**config.mk**
```make
export PLATFORM = sky130hd
export DESIGN_NAME = nibble_serializer
export DESIGN_NICKNAME = d
export VERILOG_FILES = /design/src/rtl/nibble_serializer_pkg.sv /design/src/rtl/nibble_fifo.sv /design/src/rtl/nibble_serializer.sv
export SDC_FILE = /design/constraint.sdc
export NUM_CORES = 1
export LEC_CHECK = 0
export CELL_PAD_IN_SITES_DETAIL_PLACEMENT = 2
export CELL_PAD_IN_SITES_GLOBAL_PLACEMENT = 2
export CORE_ASPECT_RATIO = 0.7
export CORE_MARGIN = 3
export CORE_UTILIZATION = 31
export DETAILED_ROUTE_END_ITERATION = 8
export GPL_TIMING_DRIVEN = 0
export PLACE_DENSITY_LB_ADDON = 0.1
export SLEW_MARGIN = 20
export SYNTH_ARGS = -nofsm -noshare
export SYNTH_HDL_FRONTEND = slang
export SYNTH_SLANG_ARGS = --single-unit
```
**constraint.sdc**
```tcl
create_clock -name clk -period 1.71 [get_ports clk]
set_clock_uncertainty 0.1 [all_clocks]
set_input_delay 0.342 -clock clk [delete_from_list [all_inputs] [get_ports clk]]
set_output_delay 0.342 -clock clk [all_outputs]
set_load 0.05 [all_outputs]
```
**src/rtl/nibble_serializer_pkg.sv**
```systemverilog
// Shared definitions for the nibble serializer slice.
// WIDTH_DEFAULT : default word width, equal to the downstream SIPO width.
// DIR_LEFT/RIGHT: value driven on dir_out (and stored per word) for each
//                 SIPO shift direction.
// state_e       : serializer FSM states.
package nibble_serializer_pkg;

  localparam int unsigned WIDTH_DEFAULT = 4;

  localparam logic DIR_LEFT  = 1'b1;
  localparam logic DIR_RIGHT = 1'b0;

  typedef enum logic {
    ST_IDLE  = 1'b0,
    ST_SHIFT = 1'b1
  } state_e;

endpackage

```
**src/rtl/nibble_fifo.sv**
```systemverilog
// Small synchronous FIFO buffering {direction, data} words ahead of the
// serializer.
// Ports:
//   clk       : rising-edge clock
//   reset     : synchronous active-low reset, empties the FIFO
//   push      : write push_data (ignored while full)
//   push_data : word to store
//   pop       : remove the head entry (ignored while empty)
//   pop_data  : current head entry
//   full      : DEPTH entries stored
//   empty     : no entries stored
module nibble_fifo #(
  parameter int unsigned DEPTH = 2,
  parameter int unsigned DW    = 5
) (
  input  logic          clk,
  input  logic          reset,
  input  logic          push,
  input  logic [DW-1:0] push_data,
  input  logic          pop,
  output logic [DW-1:0] pop_data,
  output logic          full,
  output logic          empty
);

  localparam int unsigned PW = (DEPTH > 1) ? $clog2(DEPTH) : 1;
  localparam int unsigned CW = $clog2(DEPTH + 1);

  logic [DW-1:0] mem_q [DEPTH];
  logic [DW-1:0] mem_d [DEPTH];
  logic [PW-1:0] wr_ptr_q, wr_ptr_d;
  logic [PW-1:0] rd_ptr_q, rd_ptr_d;
  logic [CW-1:0] count_q, count_d;
  logic          do_push, do_pop;

  // Pointers wrap modulo DEPTH, which need not fill the pointer width.
  function automatic logic [PW-1:0] ptr_inc(input logic [PW-1:0] p);
    return (p == PW'(DEPTH - 1)) ? '0 : p + 1'b1;
  endfunction

  assign full     = (count_q == CW'(DEPTH));
  assign empty    = (count_q == '0);
  assign pop_data = mem_q[rd_ptr_q];

  always_comb begin
    do_push  = push & ~full;
    do_pop   = pop & ~empty;
    mem_d    = mem_q;
    wr_ptr_d = wr_ptr_q;
    rd_ptr_d = rd_ptr_q;
    count_d  = count_q;
    if (do_push) begin
      mem_d[wr_ptr_q] = push_data;
      wr_ptr_d        = ptr_inc(wr_ptr_q);
    end
    if (do_pop) begin
      rd_ptr_d = ptr_inc(rd_ptr_q);
    end
    case ({do_push, do_pop})
      2'b10:   count_d = count_q + 1'b1;
      2'b01:   count_d = count_q - 1'b1;
      default: count_d = count_q;
    endcase
  end

  always_ff @(posedge clk) begin
    if (!reset) begin
      wr_ptr_q <= '0;
      rd_ptr_q <= '0;
      count_q  <= '0;
    end else begin
      wr_ptr_q <= wr_ptr_d;
      rd_ptr_q <= rd_ptr_d;
      count_q  <= count_d;
    end
  end

  // Storage needs no reset; occupancy alone defines validity.
  always_ff @(posedge clk) begin
    mem_q <= mem_d;
  end

endmodule

```
**src/rtl/nibble_serializer.sv**
```systemverilog
// Feeds a WIDTH-bit bidirectional SIPO: accepts words with a direction flag
// over valid/ready, buffers them, and shifts each out one bit per cycle so
// that after WIDTH shifts the SIPO holds the accepted word.
// Ports:
//   clk       : rising-edge clock shared with the SIPO
//   reset     : synchronous active-low reset
//   in_valid  : word offered
//   in_ready  : word can be accepted (combinational: reset & !fifo_full)
//   in_data   : word to serialize
//   in_left   : 1 = SIPO shifts left (MSB sent first), 0 = right (LSB first)
//   ser_out   : serial bit to SIPO din
//   dir_out   : direction to SIPO left; changes only at word boundaries
//   busy      : a word is being shifted
//   word_done : pulse in the cycle the last bit of a word is driven
module nibble_serializer
  import nibble_serializer_pkg::*;
#(
  parameter int unsigned WIDTH      = WIDTH_DEFAULT,
  parameter int unsigned FIFO_DEPTH = 2
) (
  input  logic             clk,
  input  logic             reset,
  input  logic             in_valid,
  output logic             in_ready,
  input  logic [WIDTH-1:0] in_data,
  input  logic             in_left,
  output logic             ser_out,
  output logic             dir_out,
  output logic             busy,
  output logic             word_done
);

  localparam int unsigned CW = (WIDTH > 1) ? $clog2(WIDTH) : 1;
  localparam logic [CW-1:0] LAST = CW'(WIDTH - 1);

  state_e           state_q, state_d;
  logic [CW-1:0]    cnt_q, cnt_d;
  logic [WIDTH-1:0] shreg_q, shreg_d;
  logic             ser_out_q, ser_out_d;
  logic             dir_out_q, dir_out_d;
  logic             busy_q, busy_d;
  logic             word_done_q, word_done_d;

  logic             fifo_push, fifo_pop, fifo_full, fifo_empty, load;
  logic [WIDTH:0]   fifo_head;

  // The shift register always emits from its MSB, so a right-shifting word
  // is bit-reversed on load to send its LSB first.
  function automatic logic [WIDTH-1:0] order_bits(input logic [WIDTH-1:0] d,
                                                  input logic left);
    logic [WIDTH-1:0] r;
    r = d;
    if (left != DIR_LEFT) begin
      for (int unsigned i = 0; i < WIDTH; i++) begin
        r[i] = d[WIDTH-1-i];
      end
    end
    return r;
  endfunction

  assign in_ready  = reset & ~fifo_full;
  assign fifo_push = in_valid & in_ready;

  nibble_fifo #(
    .DEPTH (FIFO_DEPTH),
    .DW    (WIDTH + 1)
  ) u_fifo (
    .clk       (clk),
    .reset     (reset),
    .push      (fifo_push),
    .push_data ({in_left, in_data}),
    .pop       (fifo_pop),
    .pop_data  (fifo_head),
    .full      (fifo_full),
    .empty     (fifo_empty)
  );

  always_comb begin
    state_d     = state_q;
    cnt_d       = cnt_q;
    shreg_d     = shreg_q;
    ser_out_d   = ser_out_q;
    dir_out_d   = dir_out_q;
    busy_d      = busy_q;
    word_done_d = 1'b0;
    fifo_pop    = 1'b0;
    load        = 1'b0;

    case (state_q)
      ST_IDLE: begin
        ser_out_d = 1'b0;
        busy_d    = 1'b0;
        load      = ~fifo_empty;
      end
      ST_SHIFT: begin
        if (cnt_q == LAST) begin
          // Last bit is on the wire now; chain straight into the next word.
          if (!fifo_empty) begin
            load = 1'b1;
          end else begin
            state_d   = ST_IDLE;
            ser_out_d = 1'b0;
            busy_d    = 1'b0;
          end
        end else begin
          cnt_d       = cnt_q + 1'b1;
          shreg_d     = shreg_q << 1;
          ser_out_d   = shreg_d[WIDTH-1];
          word_done_d = (cnt_d == LAST);
        end
      end
      default: begin
        state_d = ST_IDLE;
      end
    endcase

    if (load) begin
      fifo_pop    = 1'b1;
      state_d     = ST_SHIFT;
      cnt_d       = '0;
      shreg_d     = order_bits(fifo_head[WIDTH-1:0], fifo_head[WIDTH]);
      ser_out_d   = shreg_d[WIDTH-1];
      dir_out_d   = fifo_head[WIDTH];
      busy_d      = 1'b1;
      word_done_d = (LAST == '0);
    end
  end

  always_ff @(posedge clk) begin
    if (!reset) begin
      state_q     <= ST_IDLE;
      cnt_q       <= '0;
      shreg_q     <= '0;
      ser_out_q   <= 1'b0;
      dir_out_q   <= 1'b0;
      busy_q      <= 1'b0;
      word_done_q <= 1'b0;
    end else begin
      state_q     <= state_d;
      cnt_q       <= cnt_d;
      shreg_q     <= shreg_d;
      ser_out_q   <= ser_out_d;
      dir_out_q   <= dir_out_d;
      busy_q      <= busy_d;
      word_done_q <= word_done_d;
    end
  end

  assign ser_out   = ser_out_q;
  assign dir_out   = dir_out_q;
  assign busy      = busy_q;
  assign word_done = word_done_q;

endmodule

```
==> results of run 1 <==
stage by stage:
step | hold slack [ps] | power (W) | instances | utilization
final | 386 | 0.00235 | 146 | 0.449
after detailed placement | 379 | 0.00189 | 135 | 0.408
after CTS | 395 | 0.00231 | 144 | 0.443
after floorplan | 341 | 0.00160 | 87 | -
after global routing | 417 | 0.00251 | 146 | 0.449
after global placement | 352 | 0.00182 | 135 | 0.408
cell families after synthesis:
family / after synthesis / share of synthesized area
AND/OR/NAND/NOR: 22 / 0.109
multiplexers: 9 / 0.107
buffers and inverters: 8 / 0.0384
XOR/XNOR: 3 / 0.0260
adder cells (fa/ha/maj): 3 / 0.0372
flip-flops: 24 / 0.575
AO/OA/AOI/OAI: 18 / 0.108
report_power, final:
group | internal, W | switching, W | total (W)
Combinational | 0.000513 | 0.000639 | 0.00115
Clock | 0.000161 | 0.000190 | 0.000351
Sequential | 0.000751 | 0.0000972 | 0.000848
Total | 0.00142 | 0.000926 | 0.00235
worst min path at each step:
stage	startpoint	to	slack, ps	depth (start not counted)
floorplan	in_data[0]	u_fifo.mem_q[0]$_DFFE_PP_	340	0
global placement	busy$_SDFFE_PN0P_	busy$_SDFFE_PN0P_	350	1
detailed placement	busy$_SDFFE_PN0P_	busy$_SDFFE_PN0P_	380	1
CTS	busy$_SDFFE_PN0P_	busy$_SDFFE_PN0P_	390	1
global route	busy$_SDFFE_PN0P_	busy$_SDFFE_PN0P_	420	1
finish	busy$_SDFFE_PN0P_	busy$_SDFFE_PN0P_	390	1
timing repair:
action | in CTS | in global routing
setup endpoints to repair | 17 | 2
hold buffers | 0 | 0
gates resized for setup | 20 | 1
pin swaps | 3 | 1
setup buffers | 5 | 2
metal layers:
layer  vias up  GRT usage  part of all wire
met1       365      0.172              0.48
met4         0     0.0266            0.0033
li1        357          -                 -
met2         9      0.237              0.48
met3         2     0.0448             0.032
met5         -          0                 0
final cells by class:
cell class | count | area share
multi-input combinational | 55 | 0.327
tap | 36 | 0.0341
inverter | 4 | 0.0114
buffer | 4 | 0.0274
clock buffer | 3 | 0.0312
timing repair buffer | 19 | 0.124
sequential | 24 | 0.442
clock inverter | 1 | 0.00284
synth_stat cells, types with 2 or more instances:
cell       n
dfxtp_1   14
edfxtp_1  10
nor2_1     6
a21oi_1    5
o21ai_0    5
a211oi_1   4
inv_1      4
mux2_2     4
mux2i_1    4
ha_1       3
nand2_1    3
clkbuf_1   2
nand2b_1   2
nand3_1    2
nor3_1     2
o22ai_1    2
or3_1      2
xnor2_1    2
cells in the final DEF (no fill, tap or decap), drive strengths merged:
cell / count
or3: 2
a31o: 1
nand4: 1
and3: 1
nor2b: 1
a21oi: 5
o22ai: 2
o21a: 1
or2: 1
clkinv: 1
nor2: 6
dfxtp: 14
nor3: 2
xor2: 1
clkbuf: 5
nand2: 3
and2: 1
xnor2: 2
ha: 3
edfxtp: 10
nand3: 2
inv: 4
clkdlybuf4s50: 6
dlygate4sd2: 5
o21ai: 5
a211oi: 4
nand2b: 2
mux2i: 5
mux2: 4
buf: 10
sequential cells by signal, summed over array words and instances, names as in the netlist:
signal,count
busy,1
u_fifo.wr_ptr_q,1
u_fifo.mem_q,10
shreg_q,3
dir_out,1
state_q,1
word_done,1
ser_out,1
cnt_q,2
u_fifo.count_q,2
u_fifo.rd_ptr_q,1
worst register-to-register path: stages (launching register included):
cell,delay (ps)
dfxtp_2,350
ha_4,150
nor2b_1,110
buf_4,140
nor2_4,40
ha_4,250
or3_1,370
a21oi_1,130
==> reports/qor.log, run 1 <==
INFO  outcome        run_status=complete, no violations
INFO  layout         filler_cell_count=305
INFO  clocking       clock_root_cell=clkbuf_8
INFO  setup_path     timing.critical_path.cells=ha_4 > nor2b_1 > buf_4 > nor2_4 > ha_4 > or3_1 > a21oi_1
INFO  timing         fin_crit_sh=0.997
INFO  logic_synthesis yosys.area.top_type=edfxtp_1
INFO  setup_path     setup.worst_path.start=cnt_q[1]$_SDFFE_PP0P_
INFO  setup_path     worst_ep_required_time=1820ps
INFO  routing        firstDrtPassIters=4
INFO  global_routing tot_gr_track_use=0.138
INFO  logic_synthesis synth.avg_cell_area=11.6µm²
INFO  clocking       clk_pin_slew_worst_paths=90ps
INFO  timing         finalHoldViolations=0
INFO  routing        drt_first_iter_violations=75
INFO  setup_path     critPathCapture=u_fifo.count_q[1]$_SDFFE_PN0P_
INFO  timing         fmax=587MHz
INFO  routing        vias_per_cell=5.02
INFO  logic_synthesis yosys.area.top_type_share=0.297
INFO  layout         layout_net_count=122
INFO  setup_path     buf_inv_on_cp=1
INFO  layout         multiInputGateArea=433µm²
INFO  setup_path     crit_type=flip-flop to flip-flop
INFO  placed_design  finalWeightedCongestion=0.695
INFO  timing         layout_min_cycle_time=1700ps
INFO  routing        route.vias.total=733
INFO  timing         max_slew.worst_pin.slew=483ps
INFO  setup_path     timing.reg2reg.worst_path_depth=7
INFO  clocking       htree_num_levels=1
INFO  global_routing grt_pass1_vias=802
INFO  logic_synthesis synth_top_cells_by_area=edfxtp_1 (30%), dfxtp_1 (28%), mux2_2 (4.5%)
INFO  min_path       holdCritPathClass=flip-flop to flip-flop
INFO  timing         post-route-worst-setup-slack=5.76ps
INFO  setup_path     critical_path.slowest_cell=or3_1
INFO  clocking       clock_sinks=24
INFO  setup_path     rr_startpoint=cnt_q[1]$_SDFFE_PP0P_
INFO  floorplan      floorplan.initialDensity=0.343
INFO  power_and_ir_drop power_leakage=0.513nW
INFO  setup_path     category_of_the_worst_setup_path_launch_point=flip-flop
INFO  layout         sequential_cell_area=584µm²
INFO  global_routing grt_overflow_total=0
INFO  placed_design  place_worst_setup_slack=-926ps
INFO  setup_path     r2r_setup_slack=6ps
INFO  power_and_ir_drop power_density_relative_to_cell_area=1780nW/µm²
INFO  layout         antenna_cells=0
INFO  logic_synthesis synth_cell_type_count=29
INFO  global_routing grt_first_pass_wirelength=4000µm
INFO  power_and_ir_drop vdd.ir_drop.worst=769µV
INFO  layout         area_delta_synth_final=31.0%
INFO  clocking       numCtsBuffers=3
INFO  floorplan      placeableCoreArea=2940µm²
INFO  timing         max_slew_violations=0
INFO  routing        detail_route.wl_per_cell=16.5µm
INFO  timing         finalSetupViolCount=0
INFO  logic_synthesis syn_inst=87
INFO  setup_path     cp_top_family=simple AND/OR/NAND/NOR gates
INFO  logic_synthesis synth_ff_type=dfxtp_1
INFO  logic_synthesis synth_seq_area_share=0.575
INFO  layout         post-route-cell-area=1320µm²
INFO  logic_synthesis cell_area_after_technology_mapping=1010µm²
INFO  setup_path     critPathMostFrequentCell=ha_4
INFO  clocking       cts-root-to-sink-buffers=2
INFO  timing         timing.slew.headroom=0.677
INFO  layout         drive_above_1_share=0.273
INFO  placed_design  instance_area_at_placement=1200µm²
INFO  setup_path     cp_slowest_stage_delay=370ps
INFO  job            timing.max_cap.violations=0
INFO  global_routing grt_start_max_net_pins=14
INFO  floorplan      io_pins=13
INFO  setup_path     critical_path.endpoint_type=flip-flop
INFO  global_routing antenna_found_initial=0
INFO  setup_path     timing.critical_path.depth=7
INFO  routing        final_antenna_net_count=0
INFO  floorplan      rows=16
INFO  setup_path     timing.critical_path.arrival=1810ps
INFO  routing        detail_route.drc_violations=0
INFO  logic_synthesis postSynthRegisterBits=24
INFO  placed_design  hpwl_dp=1690µm
INFO  setup_path     worst-path-max-fanout=3
INFO  timing         unrepaired_setup_endpoints_after_global_routing=true
INFO  logic_synthesis yosys_warnings=0
INFO  clocking       tritoncts_clock_tree=built
INFO  floorplan      fp.dieH=53.8µm
INFO  placed_design  io_buffer_count=12
INFO  routing        wl=2400µm
INFO  floorplan      die_width=74.2µm
INFO  floorplan      die_area=3990µm²
INFO  clocking       clk_latency=270ps
INFO  setup_path     critical_path.reg2reg.endpoint=u_fifo.count_q[1]$_SDFFE_PN0P_
INFO  logic_synthesis async_set_or_reset_register_ratio_after_synthesis=0
INFO  timing         setup-tns-final=0ps
INFO  logic_synthesis synth_edf_count=10
INFO  logic_synthesis syn_nets=98
(Power assumes the default switching activity.)
==> run 2, diff against run 1 <==
--- a/config.mk
+++ b/config.mk
@@ -5,6 +5,7 @@
 export SDC_FILE = /design/constraint.sdc
 export NUM_CORES = 1
 export LEC_CHECK = 0
+export CAP_MARGIN = 20
 export CELL_PAD_IN_SITES_DETAIL_PLACEMENT = 2
 export CELL_PAD_IN_SITES_GLOBAL_PLACEMENT = 2
 export CORE_ASPECT_RATIO = 0.7
@@ -13,6 +14,7 @@
 export DETAILED_ROUTE_END_ITERATION = 8
 export GPL_TIMING_DRIVEN = 0
 export PLACE_DENSITY_LB_ADDON = 0.1
+export REMOVE_ABC_BUFFERS = 1
 export SLEW_MARGIN = 20
 export SYNTH_ARGS = -nofsm -noshare
 export SYNTH_HDL_FRONTEND = slang
==> reports/qor.log, run 2 (same netlist as run 1, synthesis figures left out) <==
INFO  outcome        run_status=complete, no violations
INFO  routing        detail_route.drc_violations=0 [unchanged]
INFO  setup_path     critPathMostFrequentCell=ha_4
INFO  placed_design  placed_cells_incl_taps=131 [-3.0%]
INFO  routing        final_antenna_net_count=0 [unchanged]
INFO  clocking       htree_num_levels=1 [unchanged]
INFO  power_and_ir_drop power_leakage=0.495nW [-3.4%]
INFO  clocking       clock_sinks=24 [unchanged]
INFO  setup_path     critical_path.endpoint_type=flip-flop
INFO  placed_design  instance_area_at_placement=1150µm² [-4.1%]
INFO  global_routing grt_overflow_total=0 [unchanged]
INFO  layout         drive_above_1_share=0.272 [-0.000883]
INFO  layout         regMostFlops=u_fifo.mem_q
INFO  floorplan      die_width=74.2µm [unchanged]
INFO  setup_path     worst-path-max-fanout=3 [unchanged]
INFO  job            timing.max_cap.violations=0 [unchanged]
INFO  placed_design  finalWeightedCongestion=0.676 [-2.8%]
INFO  timing         timing.slew.headroom=0.678 [+0.00126]
INFO  global_routing antenna_found_initial=0 [unchanged]
INFO  timing         unrepaired_setup_endpoints_after_global_routing=true
INFO  floorplan      die_area=3990µm² [unchanged]
INFO  setup_path     category_of_the_worst_setup_path_launch_point=flip-flop
INFO  power_and_ir_drop power_density_relative_to_cell_area=1780nW/µm² [+0.42%]
INFO  timing         layout_min_cycle_time=1680ps [-21.9 ps]
INFO  setup_path     buf_inv_on_cp=0 [-1]
INFO  routing        vias_per_cell=5.12 [+1.9%]
INFO  layout         post-route-cell-area=1290µm² [-2.6%]
INFO  routing        drt_first_iter_violations=35 [-53%]
INFO  clocking       count_of_hold_buffers_inserted_by_post_cts_repair=0 [unchanged]
INFO  layout         biggestRegsByFlops=u_fifo.mem_q: 10 flops, shreg_q: 3 flops
INFO  floorplan      floorplan.initialDensity=0.343 [unchanged]
INFO  clocking       cts-root-to-sink-buffers=2 [unchanged]
INFO  timing         max_slew_violations=0 [unchanged]
INFO  clocking       clock_root_cell=clkbuf_8
INFO  global_routing grt_start_max_net_pins=14 [unchanged]
INFO  setup_path     timing.critical_path.cells=ha_4 > nor2b_4 > nor2_4 > ha_4 > xnor2_2 > or3_1 > a21oi_1
INFO  placed_design  io_buffer_count=12 [unchanged]
INFO  routing        firstDrtPassIters=4 [unchanged]
INFO  setup_path     cp_top_family=simple AND/OR/NAND/NOR gates
INFO  setup_path     worst_ep_required_time=1810ps [about the same]
INFO  layout         largest_register_ffs=10 [unchanged]
INFO  layout         filler_cell_count=301 [-1.3%]
INFO  routing        detail_route.wl_per_cell=16.9µm [+2.7%]
INFO  clocking       tritoncts_clock_tree=built
INFO  timing         fmax=594MHz [+1.3%]
INFO  global_routing grt_first_pass_wirelength=3630µm [-9.2%]
INFO  floorplan      rows=16 [unchanged]
INFO  layout         layout_net_count=115 [-5.7%]
INFO  timing         timing.hold.ws=371ps [-15.0 ps]
INFO  layout         antenna_cells=0 [unchanged]
INFO  timing         max_slew.worst_pin.slew=481ps [-1.88 ps]
INFO  clocking       numCtsBuffers=3 [unchanged]
INFO  timing         finalSetupViolCount=0 [unchanged]
INFO  min_path       holdCritPathClass=input port to flip-flop
INFO  setup_path     setup.worst_path.start=cnt_q[1]$_SDFFE_PP0P_
INFO  placed_design  hpwl_dp=1750µm [+3.4%]
INFO  layout         multiInputGateArea=458µm² [+5.8%]
INFO  global_routing grt_pass1_vias=746 [-7.0%]
INFO  setup_path     critical_path.slowest_cell=or3_1
INFO  timing         finalHoldViolations=0 [unchanged]
INFO  floorplan      placeableCoreArea=2940µm² [unchanged]
INFO  layout         sequential_cell_area=588µm² [+0.64%]
INFO  setup_path     timing.critical_path.arrival=1780ps [-30 ps]
INFO  floorplan      fp.dieH=53.8µm [unchanged]
INFO  clocking       clk_pin_slew_worst_paths=80ps [about the same]
INFO  layout         area_delta_synth_final=27.6%
INFO  setup_path     rr_startpoint=cnt_q[1]$_SDFFE_PP0P_
INFO  routing        route.vias.total=711 [-3.0%]
INFO  layout         finish.cell_count_without_fillers=139 [-4.8%]
INFO  routing        wl=2350µm [-2.2%]
INFO  timing         setup-tns-final=0ps [unchanged]
INFO  global_routing tot_gr_track_use=0.128 [-0.00958]
INFO  layout         most_frequent_cells_in_the_layout=dfxtp_1 (10), edfxtp_1 (10), a21oi_1 (5), o21ai_0 (5), clkdlybuf4s50_1 (5)
INFO  power_and_ir_drop vdd.ir_drop.worst=814µV [+5.8%]
INFO  timing         fin_crit_sh=0.984 [-0.0128]
INFO  clocking       clk_latency=260ps [about the same]
INFO  setup_path     cp_slowest_stage_delay=380ps [about the same]
INFO  floorplan      io_pins=13 [unchanged]
INFO  setup_path     crit_type=flip-flop to flip-flop
INFO  layout         fin_util=0.438 [-0.0115]
INFO  min_path       timing.hold.worst.start=in_valid
[run 2: metrics by stage]
step / setup slack (ps) / power (W)
finish: 27.7 / 0.00230
global route: -48.3 / 0.00247
CTS: 3.11 / 0.00222
detailed placement: -778 / 0.00179
global placement: -784 / 0.00172
floorplan: -331 / 0.00150
[run 2: area by class of cell]
type / instances / share of cell area
clock inverter: 1 / 0.00291
inverter: 4 / 0.0117
sequential: 24 / 0.456
timing repair buffer: 16 / 0.107
multi-input combinational: 55 / 0.355
tap: 36 / 0.0350
clock buffer: 3 / 0.0320
[run 2: path summary, 6_finish.rpt]
| path | endpoint | slack (ps) | depth (start not counted) |
|---|---|---|---|
| setup / recovery | u_fifo.count_q[1]$_SDFFE_PN0P_ | 30 | 7 |
| hold / removal | u_fifo.wr_ptr_q$_SDFFE_PN0N_ | 370 | 3 |
| hold reg to reg | busy$_SDFFE_PN0P_ | 380 | 1 |
| setup reg to reg | u_fifo.count_q[1]$_SDFFE_PN0P_ | 30 | 7 |
[run 2: per-layer routing]
layer | vias to the layer above | track usage | part of all wire
met3 | 2 | 0.0448 | 0.037
met5 | - | 0 | 0
met2 | 12 | 0.228 | 0.51
met4 | 0 | 0.0266 | 0.0034
li1 | 343 | - | -
met1 | 354 | 0.151 | 0.45
[run 2: tightest hold or removal path, cell delays in order]
cell and delay, ps:
dlymetal6s2s_1 160, nand4_1 120, a21oi_1 70
[run 2: repair_timing]
action	CTS	global route
pin swaps	0	4
buffers inserted	1	3
gates resized for setup	23	7
endpoints found under the setup margin	17	5
[run 2: report_power, final]
| group | internal [W] | total [W] | switching, W |
|---|---|---|---|
| registers | 0.000757 | 0.000901 | 0.000144 |
| logic | 0.000481 | 0.00106 | 0.000582 |
| clock network | 0.000161 | 0.000335 | 0.000175 |
| total | 0.00140 | 0.00230 | 0.000901 |
==> run 3, diff against run 2 <==
--- a/config.mk
+++ b/config.mk
@@ -5,15 +5,17 @@
 export SDC_FILE = /design/constraint.sdc
 export NUM_CORES = 1
 export LEC_CHECK = 0
+export ABC_AREA = 1
 export CAP_MARGIN = 20
 export CELL_PAD_IN_SITES_DETAIL_PLACEMENT = 2
 export CELL_PAD_IN_SITES_GLOBAL_PLACEMENT = 2
 export CORE_ASPECT_RATIO = 0.7
 export CORE_MARGIN = 3
-export CORE_UTILIZATION = 31
+export CORE_UTILIZATION = 29
 export DETAILED_ROUTE_END_ITERATION = 8
 export GPL_TIMING_DRIVEN = 0
 export PLACE_DENSITY_LB_ADDON = 0.1
+export RECOVER_POWER = 100
 export REMOVE_ABC_BUFFERS = 1
 export SLEW_MARGIN = 20
 export SYNTH_ARGS = -nofsm -noshare
==> reports/qor.log, run 3 <==
INFO  setup_path     r2r_setup_slack=120ps [+90 ps]
INFO  setup_path     timing.reg2reg.worst_path_depth=9 [+2]
INFO  layout         area_delta_synth_final=24.3%
INFO  clocking       clk_pin_slew_worst_paths=80ps [about the same]
INFO  timing         unrepaired_setup_endpoints_after_global_routing=false
INFO  layout         layout_net_count=152 [+32%]
INFO  clocking       count_of_hold_buffers_inserted_by_post_cts_repair=0 [unchanged]
INFO  global_routing grt_overflow_total=0 [unchanged]
INFO  timing         timing.slew.headroom=0.676 [-0.00198]
INFO  layout         biggestRegsByFlops=u_fifo.mem_q: 10 flops, shreg_q: 3 flops
INFO  routing        firstDrtPassIters=3 [-1]
INFO  min_path       hold-path-endpoint=u_fifo.wr_ptr_q$_SDFFE_PN0N_
INFO  global_routing grt_start_max_net_pins=15 [+1]
INFO  logic_synthesis synth_seq_area_share=0.527 [-0.0477]
INFO  placed_design  io_buffer_count=12 [unchanged]
INFO  logic_synthesis yosys.area.top_type=edfxtp_1
INFO  setup_path     crit_type=flip-flop to output port
INFO  min_path       holdCritPathClass=input port to flip-flop
INFO  power_and_ir_drop vdd.ir_drop.worst=603µV [-26%]
INFO  job            timing.max_cap.violations=0 [unchanged]
INFO  logic_synthesis yosys.area.top_type_share=0.273 [-0.0247]
INFO  timing         finalSetupViolCount=0 [unchanged]
INFO  global_routing antenna_found_initial=0 [unchanged]
INFO  floorplan      fp.dieH=57.6µm [+7.1%]
INFO  setup_path     cp_top_family=flip-flops
INFO  setup_path     cp_slowest_stage_delay=410ps [+30 ps]
INFO  setup_path     worst-path-max-fanout=6 [+3]
INFO  routing        final_antenna_net_count=0 [unchanged]
INFO  min_path       timing.hold.worst.start=reset
INFO  placed_design  hpwl_dp=2030µm [+16%]
INFO  layout         drive_above_1_share=0.186 [-0.0861]
INFO  timing         fmax=615MHz [+3.5%]
INFO  logic_synthesis synth_edf_count=10 [unchanged]
INFO  clocking       clk_latency=270ps [about the same]
INFO  logic_synthesis synth_most_common_cell=nand2_1
INFO  logic_synthesis yosys_warnings=0 [unchanged]
INFO  setup_path     timing.critical_path.cells=inv_2 > a21oi_4 > clkbuf_2
INFO  timing         finalHoldViolations=0 [unchanged]
INFO  logic_synthesis synth_commonest_cells=nand2_1 (35), inv_1 (18), dfxtp_1 (14)
INFO  clocking       tritoncts_clock_tree=built
INFO  setup_path     critical_path.endpoint_type=output port
INFO  timing         layout_min_cycle_time=1630ps [-56.8 ps]
INFO  setup_path     rr_startpoint=cnt_q[0]$_SDFFE_PP0P_
INFO  clocking       htree_num_levels=1 [unchanged]
INFO  setup_path     timing.critical_path.arrival=1180ps [-600 ps]
INFO  routing        route.vias.total=837 [+18%]
INFO  logic_synthesis synth_cell_type_count=21 [-28%]
INFO  power_and_ir_drop power_density_relative_to_cell_area=1770nW/µm² [-0.77%]
INFO  outcome        run_status=complete, no violations
INFO  timing         fin_crit_sh=0.951 [-0.0332]
INFO  logic_synthesis postSynthRegisterBits=24 [unchanged]
INFO  floorplan      floorplan.initialDensity=0.307 [-0.0356]
INFO  power_and_ir_drop power_leakage=0.601nW [+21%]
INFO  global_routing grt_pass1_vias=915 [+23%]
INFO  layout         regMostFlops=u_fifo.mem_q
INFO  layout         fin_util=0.382 [-0.0557]
INFO  routing        drt_first_iter_violations=13 [-63%]
INFO  setup_path     category_of_the_worst_setup_path_launch_point=flip-flop
INFO  clocking       clock_root_cell=clkbuf_8
INFO  layout         most_frequent_cells_in_the_layout=nand2_1 (37), inv_1 (17), dfxtp_1 (10), edfxtp_1 (10), a21oi_1 (9)
INFO  layout         largest_register_ffs=10 [unchanged]
INFO  setup_path     buf_inv_on_cp=2 [+2]
INFO  floorplan      die_width=79.6µm [+7.3%]
INFO  routing        detail_route.wl_per_cell=13.7µm [-19%]
INFO  setup_path     critical_path.slowest_cell=dfxtp_2
INFO  layout         antenna_cells=0 [unchanged]
INFO  floorplan      io_pins=13 [unchanged]
INFO  logic_synthesis synth_ff_type=dfxtp_1
INFO  timing         max_slew_violations=0 [unchanged]
INFO  floorplan      placeableCoreArea=3580µm² [+22%]
INFO  logic_synthesis synth_top_cells_by_area=edfxtp_1 (27%), dfxtp_1 (25%), nand2_1 (12%)
INFO  logic_synthesis synth.avg_cell_area=8.88µm² [-23%]
INFO  timing         max_slew.worst_pin.slew=487ps [+6.68 ps]
INFO  setup_path     critical_path.reg2reg.endpoint=u_fifo.count_q[1]$_SDFFE_PN0P_
INFO  clocking       cts-root-to-sink-buffers=2 [unchanged]
INFO  logic_synthesis syn_inst=124 [+43%]
INFO  global_routing grt_first_pass_wirelength=4530µm [+25%]
INFO  placed_design  finalWeightedCongestion=0.687 [+1.7%]
INFO  global_routing tot_gr_track_use=0.132 [+0.00422]
INFO  timing         setup-tns-final=0ps [unchanged]
INFO  routing        detail_route.drc_violations=0 [unchanged]
INFO  routing        wl=2610µm [+11%]
INFO  clocking       clock_sinks=24 [unchanged]
INFO  routing        vias_per_cell=4.41 [-14%]
INFO  floorplan      rows=18 [+2]
INFO  setup_path     worst_ep_required_time=1270ps [-540 ps]
INFO  min_path       hold_depth=3 [unchanged]
INFO  clocking       numCtsBuffers=3 [unchanged]
INFO  layout         final_common_cell=nand2_1
INFO  logic_synthesis async_set_or_reset_register_ratio_after_synthesis=0 [unchanged]
INFO  floorplan      die_area=4580µm² [+15%]
INFO  logic_synthesis cell_area_after_technology_mapping=1100µm² [+9.0%]
## run 3: through the flow
step / worst slack (ps) / hold slack, ps / total power [W] / instance area (µm²) / instances
global route: 4.87 / 327 / 0.00264 / 1370 / 190
floorplan: -83.3 / 335 / 0.00163 / 1100 / 123
global placement: -1100 / 344 / 0.00186 / 1280 / 185
CTS: 9.43 / 323 / 0.00247 / 1360 / 190
detailed placement: -1100 / 365 / 0.00194 / 1280 / 185
finish: 84.4 / 329 / 0.00242 / 1370 / 190
## run 3: timing repair
item,4_1_cts,5_1_grt
endpoints found under the hold margin,0,0
resized for setup,19,6
buffers inserted,1,0
pin swaps,1,1
endpoints found under the setup margin,18,1
## run 3: worst max-delay path by stage
| stage | start | to | depth (start not counted) |
|---|---|---|---|
| global route | u_fifo.count_q[0]$_SDFFE_PN0P_ | u_fifo.mem_q[5]$_DFFE_PP_ | 4 |
| global placement | reset | in_ready | 4 |
| floorplan | u_fifo.count_q[0]$_SDFFE_PN0P_ | u_fifo.count_q[1]$_SDFFE_PN0P_ | 9 |
| finish | u_fifo.count_q[0]$_SDFFE_PN0P_ | in_ready | 3 |
| CTS | cnt_q[1]$_SDFFE_PP0P_ | u_fifo.count_q[1]$_SDFFE_PN0P_ | 9 |
| detailed placement | reset | in_ready | 4 |
## run 3: worst min-delay path, cell delays in order
cell and delay [ps]:
buf_2 180, nand2_1 90, a21oi_1 30
## run 3: final cells by class
class                   instances  area, µm²
well taps                      50       62.6
repair buffers                 13        113
inverters                      22       87.6
multi-input cells              77        447
clock inverters                 1       30.0
flip-flops and latches         24        588
clock buffers                   3       41.3
fillers                       394       2210
## run 3: routing by layer
layer | global-route usage | up-vias | routed length (µm)
li1 | - | 425 | -
met1 | 0.177 | 398 | 1260
met2 | 0.213 | 9 | 1230
met3 | 0.0331 | 5 | 87
met4 | 0.0368 | 0 | 29
met5 | 0 | - | 0
## run 3: cells by family after synthesis
kind of cell	Yosys count	synth area share
flip-flops	24	0.527
buffers and inverters	23	0.0829
AND/OR/NAND/NOR	55	0.257
AO/OA/AOI/OAI	19	0.0989
adder cells (fa/ha/maj)	3	0.0341
## run 3: power by group
part           switching (W)  internal (W)  total, W
Combinational       0.000712      0.000345   0.00106
Clock               0.000186      0.000313  0.000499
Sequential          0.000122      0.000747  0.000869
